--- config.mk ---
export PLATFORM = sky130hd
export DESIGN_NAME = mem_read_arbiter
export DESIGN_NICKNAME = d
export VERILOG_FILES = /design/src/rtl/mem_read_arbiter.sv
export SDC_FILE = /design/constraint.sdc
export NUM_CORES = 1
export LEC_CHECK = 0
export CAP_MARGIN = 20
export CORE_ASPECT_RATIO = 1.4
export CORE_MARGIN = 2
export CORE_UTILIZATION = 25
export DETAILED_ROUTE_END_ITERATION = 10
export PLACE_DENSITY_LB_ADDON = 0.12
export SYNTH_ARGS = -nofsm -noshare
export SYNTH_HDL_FRONTEND = slang
export SYNTH_SLANG_ARGS = --single-unit
--- constraint.sdc ---
create_clock -name clk -period 3.4 [get_ports clk]
set_input_delay 0.51 -clock clk [delete_from_list [all_inputs] [get_ports clk]]
set_output_delay 0.51 -clock clk [all_outputs]
set_load 0.02 [all_outputs]
--- src/rtl/mem_read_arbiter.sv ---
// Arbitrates the ICache and DCache read requests onto one memory read channel and routes the returned beats back to the owner.
// Latency: addr_ok in the request cycle, rd_req the next cycle; return beats pass through combinationally. MEM_ARB_RR_EN selects round-robin arbitration.
// Backpressure: one transaction at a time; a losing or newly arriving request stays pending and must be held stable until its addr_ok.
module mem_read_arbiter #(
    parameter int LINE_WORDS = 4,
    parameter int CNT_W      = 3
) (
    input  logic        clk,
    input  logic        resetn,
    input  logic        i_rd_req,
    input  logic        i_rd_type,
    input  logic [31:0] i_rd_addr,
    output logic        i_rd_addr_ok,
    output logic        i_ret_valid,
    output logic        i_ret_last,
    input  logic        d_rd_req,
    input  logic        d_rd_type,
    input  logic [31:0] d_rd_addr,
    output logic        d_rd_addr_ok,
    output logic        d_ret_valid,
    output logic        d_ret_last,
    output logic [31:0] ret_data,
    output logic        rd_req,
    output logic        rd_type,
    output logic [31:0] rd_addr,
    input  logic        rd_addr_ok,
    input  logic        mem_ret_valid,
    input  logic        mem_ret_last,
    input  logic [31:0] mem_ret_data,
    output logic        busy,
    output logic        owner,
    output logic        beat_err
);

    typedef enum logic [1:0] {IDLE, ADDR, DATA} state_t;

    localparam logic [CNT_W:0] LINE_BEATS = (CNT_W+1)'(LINE_WORDS);
    localparam logic [CNT_W:0] ONE_BEAT   = (CNT_W+1)'(1);

    state_t           state;
    logic [CNT_W-1:0] beat_cnt;
    logic             prefer_d;
    logic             grant_i;
    logic             grant_d;
    logic             in_data;
    logic             beat;
    logic [CNT_W:0]   beat_idx;
    logic [CNT_W:0]   exp_beats;
    logic             bad_beat;

`ifdef MEM_ARB_RR_EN
    logic last_owner;
    // On a tie the requester that did not own the previous transaction wins.
    assign prefer_d = ~last_owner;
`else
    assign prefer_d = 1'b1;
`endif

    assign grant_d = (state == IDLE) & d_rd_req & (~i_rd_req | prefer_d);
    assign grant_i = (state == IDLE) & i_rd_req & ~grant_d;

    assign i_rd_addr_ok = grant_i;
    assign d_rd_addr_ok = grant_d;

    assign in_data  = (state == DATA);
    assign beat     = in_data & mem_ret_valid;
    assign ret_data = in_data ? mem_ret_data : 32'h0;

    assign i_ret_valid = beat & ~owner;
    assign d_ret_valid = beat &  owner;
    assign i_ret_last  = beat & mem_ret_last & ~owner;
    assign d_ret_last  = beat & mem_ret_last &  owner;

    assign rd_req = (state == ADDR);
    assign busy   = (state != IDLE);

    // One bit wider than the counter so a saturated count still compares as "beyond expected".
    assign beat_idx  = {1'b0, beat_cnt} + ONE_BEAT;
    assign exp_beats = rd_type ? LINE_BEATS : ONE_BEAT;
    assign bad_beat  = beat & (mem_ret_last ? (beat_idx != exp_beats) : (beat_idx > exp_beats));

    always_ff @(posedge clk or negedge resetn) begin
        if (!resetn) begin
            state    <= IDLE;
            beat_cnt <= '0;
            rd_type  <= 1'b0;
            rd_addr  <= 32'h0;
            owner    <= 1'b0;
            beat_err <= 1'b0;
`ifdef MEM_ARB_RR_EN
            last_owner <= 1'b0;
`endif
        end else begin
            if (bad_beat) begin
                beat_err <= 1'b1;
            end
            case (state)
                IDLE: begin
                    if (grant_d || grant_i) begin
                        rd_addr <= grant_d ? d_rd_addr : i_rd_addr;
                        rd_type <= grant_d ? d_rd_type : i_rd_type;
                        owner   <= grant_d;
                        state   <= ADDR;
`ifdef MEM_ARB_RR_EN
                        last_owner <= grant_d;
`endif
                    end
                end
                ADDR: begin
                    if (rd_addr_ok) begin
                        state <= DATA;
                    end
                end
                DATA: begin
                    if (mem_ret_valid) begin
                        if (mem_ret_last) begin
                            state    <= IDLE;
                            beat_cnt <= '0;
                        end else if (beat_cnt != '1) begin
                            beat_cnt <= beat_cnt + CNT_W'(1);
                        end
                    end
                end
                default: state <= IDLE;
            endcase
        end
    end

endmodule
### Word level (Yosys, flattened, before mapping)

Index checks and enable logic that the tools add are counted.

| cells by class | value |
|---|---|
| add/subtract/negate cells | 2 |
| magnitude comparators | 1 |
| equal/unequal tests | 8 |
| mux-type cells | 12 |
| bitwise operators | 12 |
| reductions and logical operators | 7 |

Operators with widths:

| cell | number |
|---|---|
| $mux W32 | 2 |
| $and A1 B1 Y1 | 10 |
| $mux W3 | 3 |
| $mux W2 | 4 |
| $pmux W2 S3 | 1 |
| $add A3 B1 Y4 const B | 1 |
| $gt A4 B3 Y1 | 1 |
| $ne A2 B1 Y1 const B | 2 |
| $ne A2 B2 Y1 const B | 2 |
| $ne A4 B3 Y1 | 1 |
| $reduce_and A4 Y1 | 1 |
| $reduce_bool A2 Y1 | 2 |
| $add A3 B1 Y3 const B | 1 |
| $ne A3 B3 Y1 const B | 1 |
| $reduce_and A3 Y1 | 1 |
| $eq A2 B1 Y1 const B | 1 |
| $eq A2 B2 Y1 const B | 1 |
| $logic_not A2 Y1 | 1 |
| $mux W1 | 2 |
| $not A1 Y1 | 2 |
| $reduce_and A2 Y1 | 1 |
| $logic_or A1 B1 Y1 | 1 |

| storage, ports and cells | value |
|---|---|
| bits in registers | 40 |
| bits of input ports | 105 |
| output and inout bits | 75 |
| logic and storage cells | 48 |

### Logic depth before layout (Yosys ltp)

| depth | value |
|---|---|
| word-level depth | 7 |
| mapped depth | 6 |
| mapped depth without buffers | 6 |

### Worst setup path before layout

OpenSTA, ideal clock, no wires.

| timing path | value |
|---|---|
| path type | register to output |
| start | register state[1] |
| end | output port i_ret_last |
| arrival time | 1.392 ns |
| data required time | 2.890 ns |
| path slack | 1.498 ns |
| cell stages (with the launch flop) | 5 |
| buffers on the path | 1 |
| path through | dfrtp_1 nor2b_1 buf_2 nand2_1 nor3b_1 |

| on the way | value |
|---|---|
| word-level cells in the longest chain between the ends | 4 |

Ends and longest elaborated chain:

| element | line | text |
|---|---|---|
| start: declaration | 40 | `state_t state;` |
| start signal: assignment | 84 | `state <= IDLE;` |
| start signal: assignment | 103 | `state <= ADDR;` |
| start signal: assignment | 111 | `state <= DATA;` |
| $eq A2 B2 Y1 | 65 | `assign in_data = (state == DATA);` |
| $and A1 B1 Y1 | 66 | `assign beat = in_data & mem_ret_valid;` |
| $and A1 B1 Y1 (2 in a row) | 71 | `assign i_ret_last = beat & mem_ret_last & ~owner;` |
| end: declaration | 15 | `output logic i_ret_last,` |

Every way passes these cells.

### Final worst setup path

| timing path | value |
|---|---|
| start | register state[1] |
| end | output port d_ret_last |

| on the way | value |
|---|---|
| word-level cells in the longest chain between the ends | 4 |

Ends and longest elaborated chain:

| element | line | text |
|---|---|---|
| $eq A2 B2 Y1 | 65 |  |
| $and A1 B1 Y1 | 66 |  |
| $and A1 B1 Y1 (2 in a row) | 72 | `assign d_ret_last = beat & mem_ret_last & owner;` |
| end: declaration | 21 | `output logic d_ret_last,` |

Every way passes these cells.

==> impl_metrics.xml <==
<?xml version="1.0" encoding="UTF-8"?>
<metrics>
  <group name="finish">
    <metric name="finalNonFillerCells" unit="">477</metric>
    <metric name="post_route_cells_drive_above_1_share" unit="%">14.4</metric>
    <metric name="antenna-diode-count" unit="">0</metric>
    <metric name="layout.nets" unit="">475</metric>
    <metric name="area.growth.synth_to_final" unit="%">84.6</metric>
  </group>
  <group name="global_route">
    <metric name="grt_max_degree" unit="">41</metric>
    <metric name="global_route.overflow_total" unit="">0</metric>
    <metric name="grt_usage" unit="%">13.6</metric>
    <metric name="global_route_wire_length_before_repair" unit="µm">11200</metric>
    <metric name="vias_in_the_first_global_route" unit="">2226</metric>
    <metric name="antenna_found_initial" unit="">0</metric>
  </group>
  <group name="setup_path">
    <metric name="crit_path_max_incr_delay" unit="ps">590</metric>
    <metric name="cp_max_fo" unit="">33</metric>
    <metric name="worst-r2r-cell-count" unit="">5</metric>
    <metric name="reg2reg_slack" unit="ps">1440</metric>
    <metric name="crit_required" unit="ps">2890</metric>
    <metric name="startpoint_type" unit="">flip-flop</metric>
    <metric name="ws_path_type" unit="">flip-flop to output port</metric>
    <metric name="worstReg2RegStart" unit="">state[1]</metric>
    <metric name="kind_of_end_point_of_the_critical_path" unit="">output port</metric>
    <metric name="path_cells" unit="">nor2b_2 -&gt; buf_4 -&gt; and3_1 -&gt; and2_1 -&gt; clkdlybuf4s50_1</metric>
    <metric name="worstReg2RegEnd" unit="">rd_addr[27]</metric>
    <metric name="worst_path_max_delay_cell" unit="">sky130_fd_sc_hd__clkdlybuf4s50_1</metric>
    <metric name="critical_path_arrival" unit="ps">2250</metric>
  </group>
  <group name="job">
    <metric name="max_cap_violations" unit="">0</metric>
  </group>
  <group name="clocking">
    <metric name="post_cts_resized" unit="">0</metric>
    <metric name="post_cts_buffers" unit="">0</metric>
    <metric name="clock_buffer_depth" unit="">2</metric>
    <metric name="cts.root.buffer_cell" unit="">sky130_fd_sc_hd__clkbuf_16</metric>
    <metric name="htree_num_levels" unit="">2</metric>
    <metric name="cts_made_buffers" unit="">5</metric>
    <metric name="clk_transition_reported_paths" unit="ps">60</metric>
    <metric name="clock_tree_from_tritoncts" unit="">done</metric>
    <metric name="clkLatencyLatePin" unit="ps">280</metric>
    <metric name="postCtsHoldBufs" unit="">0</metric>
    <metric name="clkSinkCount" unit="">40</metric>
  </group>
  <group name="route">
    <metric name="vias" unit="">2079</metric>
    <metric name="drt.antenna.violating_nets" unit="">0</metric>
    <metric name="finalWirelength" unit="µm">7140</metric>
    <metric name="drt_pass1_iterations" unit="">4</metric>
    <metric name="wl_per_cell" unit="µm">15.0</metric>
    <metric name="drt_drc" unit="">0</metric>
    <metric name="drtIter0Drc" unit="">35</metric>
    <metric name="drt-vias-per-instance" unit="">4.36</metric>
  </group>
  <group name="power">
    <metric name="power_density" unit="nW/µm²">775</metric>
    <metric name="power" unit="µW">3440</metric>
    <metric name="pwr-share-seq" unit="%">25.0</metric>
    <metric name="p_sw" unit="µW">1260</metric>
    <metric name="swShare" unit="%">36.6</metric>
    <metric name="share_clk_of_total_power" unit="%">13.3</metric>
    <metric name="peakVddDrop" unit="µV">426</metric>
    <metric name="p_leak" unit="µW">0.00185</metric>
    <metric name="pwr-share-comb" unit="%">61.7</metric>
    <metric name="cell_internal_pwr" unit="µW">2180</metric>
  </group>
  <group name="logic_synthesis">
    <metric name="synth_largest_type_area_fraction" unit="%">41.7</metric>
    <metric name="synth_top_cells_by_area" unit="">sky130_fd_sc_hd__dfrtp_1 42%, sky130_fd_sc_hd__mux2_4 17%, sky130_fd_sc_hd__mux2_1 13%</metric>
    <metric name="synth_sequential_area_ratio" unit="%">41.7</metric>
    <metric name="synth_mux_area_share" unit="%">35.1</metric>
    <metric name="compound_gate_fraction_of_synth_area" unit="%">4.69</metric>
    <metric name="yosys_warnings" unit="">0</metric>
    <metric name="synth_simple_gate_area_share" unit="%">12.7</metric>
    <metric name="largest_family_of_logic_cells_by_synthesized_area" unit="">multiplexers</metric>
    <metric name="yosys.area_share.adder" unit="%">2.08</metric>
    <metric name="synth_seq_cells" unit="">40</metric>
    <metric name="synth_nets" unit="">296</metric>
    <metric name="synth_area_leader" unit="">sky130_fd_sc_hd__dfrtp_1</metric>
    <metric name="synth_area" unit="µm²">2400</metric>
    <metric name="netlist_instances" unit="">187</metric>
    <metric name="synth.avg_cell_area" unit="µm²">12.8</metric>
    <metric name="synth-xor-area-share" unit="%">0</metric>
    <metric name="yosys.cell_types.count" unit="">28</metric>
  </group>
  <group name="floorplanning">
    <metric name="floorplan.die.width" unit="µm">86.8</metric>
    <metric name="height_of_the_die" unit="µm">120</metric>
    <metric name="placement_rows" unit="">42</metric>
    <metric name="core-area" unit="µm²">9410</metric>
    <metric name="floorplan.io_pins" unit="">180</metric>
    <metric name="start_util" unit="%">25.5</metric>
    <metric name="die_area" unit="µm²">10400</metric>
  </group>
  <group name="placed_design">
    <metric name="numPlacedInstances" unit="">469</metric>
    <metric name="dp_hpwl" unit="µm">5500</metric>
    <metric name="gp_routability_congestion" unit="">0.752</metric>
    <metric name="placement.io_buffers" unit="">179</metric>
    <metric name="detailedPlace.worstSlack" unit="ps">772</metric>
  </group>
  <group name="outcome">
    <metric name="outcome" unit="">finished clean</metric>
  </group>
  <group name="hold_path">
    <metric name="worstHoldPathType" unit="">input port to async pin</metric>
  </group>
  <group name="timing">
    <metric name="post-route-worst-setup-slack" unit="ps">636</metric>
    <metric name="rsz0062_at_grt" unit="">false</metric>
    <metric name="relSlewSlack" unit="%">37.5</metric>
    <metric name="timing.final.hold_violations" unit="">0</metric>
    <metric name="fin_worst_skew" unit="ps">6.58</metric>
    <metric name="final.setup.tns" unit="ps">0</metric>
    <metric name="max_freq" unit="MHz">362</metric>
    <metric name="fin_crit_sh" unit="%">81.3</metric>
    <metric name="period_needed" unit="ps">2760</metric>
    <metric name="final_max_slew_viol_count" unit="">0</metric>
    <metric name="timing_worst_slew_pin_value" unit="ps">938</metric>
    <metric name="setup_viol" unit="">0</metric>
  </group>
</metrics>
[logic make-up after synthesis]
family                   after synthesis
buffers and inverters                 14
adder cells (fa/ha/maj)                4
AND/OR/NAND/NOR                       49
flip-flops                            40
multiplexers                          66
AO/OA/AOI/OAI                         14
[through the flow]
step | util [%] | hold WS, ps | cell area (µm²)
floorplan | - | 214 | 2400
global placement | 45.6 | 475 | 4290
detailed placement | 45.6 | 463 | 4290
CTS | 47.2 | 404 | 4440
global route | 47.2 | 450 | 4440
finish | 47.2 | 370 | 4440
[Yosys cell counts]
cell                        instances
sky130_fd_sc_hd__a211oi_1           1
sky130_fd_sc_hd__a21o_1             2
sky130_fd_sc_hd__a22o_1             1
sky130_fd_sc_hd__a2bb2oi_1          1
sky130_fd_sc_hd__a31oi_1            1
sky130_fd_sc_hd__a32oi_1            2
sky130_fd_sc_hd__and2_1            34
sky130_fd_sc_hd__and2b_1            1
sky130_fd_sc_hd__and3_1             2
sky130_fd_sc_hd__buf_2              2
sky130_fd_sc_hd__buf_4              2
sky130_fd_sc_hd__buf_6              4
sky130_fd_sc_hd__clkbuf_1           3
sky130_fd_sc_hd__dfrtp_1           40
sky130_fd_sc_hd__ha_1               4
sky130_fd_sc_hd__inv_1              3
sky130_fd_sc_hd__mux2_1            27
sky130_fd_sc_hd__mux2_2            10
sky130_fd_sc_hd__mux2_4            27
sky130_fd_sc_hd__mux2i_1            2
sky130_fd_sc_hd__nand2_1            3
sky130_fd_sc_hd__nor2_1             4
sky130_fd_sc_hd__nor2b_1            3
sky130_fd_sc_hd__nor3b_1            1
sky130_fd_sc_hd__nor3b_4            1
sky130_fd_sc_hd__o21a_1             1
sky130_fd_sc_hd__o21bai_1           2
sky130_fd_sc_hd__o2bb2ai_1          3
[layout by cell type, fill, tap and decap left out, types with 2 or more instances in the layout]
| cell type | n |
|---|---|
| sky130_fd_sc_hd__o21bai_1 | 2 |
| sky130_fd_sc_hd__mux2i_1 | 2 |
| sky130_fd_sc_hd__inv_1 | 3 |
| sky130_fd_sc_hd__and3_1 | 2 |
| sky130_fd_sc_hd__clkdlybuf4s50_1 | 178 |
| sky130_fd_sc_hd__a32oi_1 | 2 |
| sky130_fd_sc_hd__nor2b_1 | 2 |
| sky130_fd_sc_hd__clkinv_2 | 2 |
| sky130_fd_sc_hd__nor2_1 | 4 |
| sky130_fd_sc_hd__buf_4 | 3 |
| sky130_fd_sc_hd__mux2_1 | 27 |
| sky130_fd_sc_hd__ha_1 | 4 |
| sky130_fd_sc_hd__nand2_1 | 3 |
| sky130_fd_sc_hd__clkbuf_16 | 5 |
| sky130_fd_sc_hd__and2_1 | 34 |
| sky130_fd_sc_hd__dfrtp_1 | 40 |
| sky130_fd_sc_hd__mux2_4 | 27 |
| sky130_fd_sc_hd__mux2_2 | 10 |
| sky130_fd_sc_hd__a21o_1 | 2 |
| sky130_fd_sc_hd__o2bb2ai_1 | 3 |
[flip-flops by register name, summed over array words and instances (netlist names)]
signal,flops
rd_type,1
state,2
rd_addr,32
beat_err,1
beat_cnt,3
owner,1
[routing by layer]
metal	vias to the layer above	GRT usage (%)	wire, µm
met3	9	2.82	439
met4	0	4.20	97
met5	-	0	0
li1	1015	-	-
met2	85	24.2	3660
met1	970	15.9	2950
[worst max-delay path: cells and delay by family (launching register included)]
family	cells	cell delay, ps
flip-flops	1	420
AND/OR/NAND/NOR	3	660
buffers and inverters	2	900
[how the worst max path moves through the flow]
stage / startpoint / endpoint / slack, ps / cells past startpoint
after detailed placement: mem_ret_valid / i_ret_last / 770 / 4
after floorplan: state[1] / i_ret_last / 1500 / 4
after CTS: state[1] / d_ret_last / 610 / 5
final: state[1] / d_ret_last / 640 / 5
after global placement: mem_ret_valid / i_ret_last / 820 / 4
after global routing: state[1] / d_ret_last / 490 / 5
[area by class of cell]
cell class,instances,area (µm²)
clock buffer,5,125
clock inverter,3,18.8
fill,879,4970
inverter,3,11.3
multi-input combinational,133,1310
sequential,40,1000
tap,110,138
timing repair buffer,183,1830
[power groups by stage]
stage | logic [µW] | registers (µW) | clock network [µW]
finish | 2120 | 858 | 457
floorplan | 985 | 1120 | 0
global placement | 2140 | 862 | 0
global route | 2260 | 894 | 497
CTS | 2160 | 860 | 477
detailed placement | 2140 | 866 | 0
Note: power is estimated with default switching activity, not from simulation.
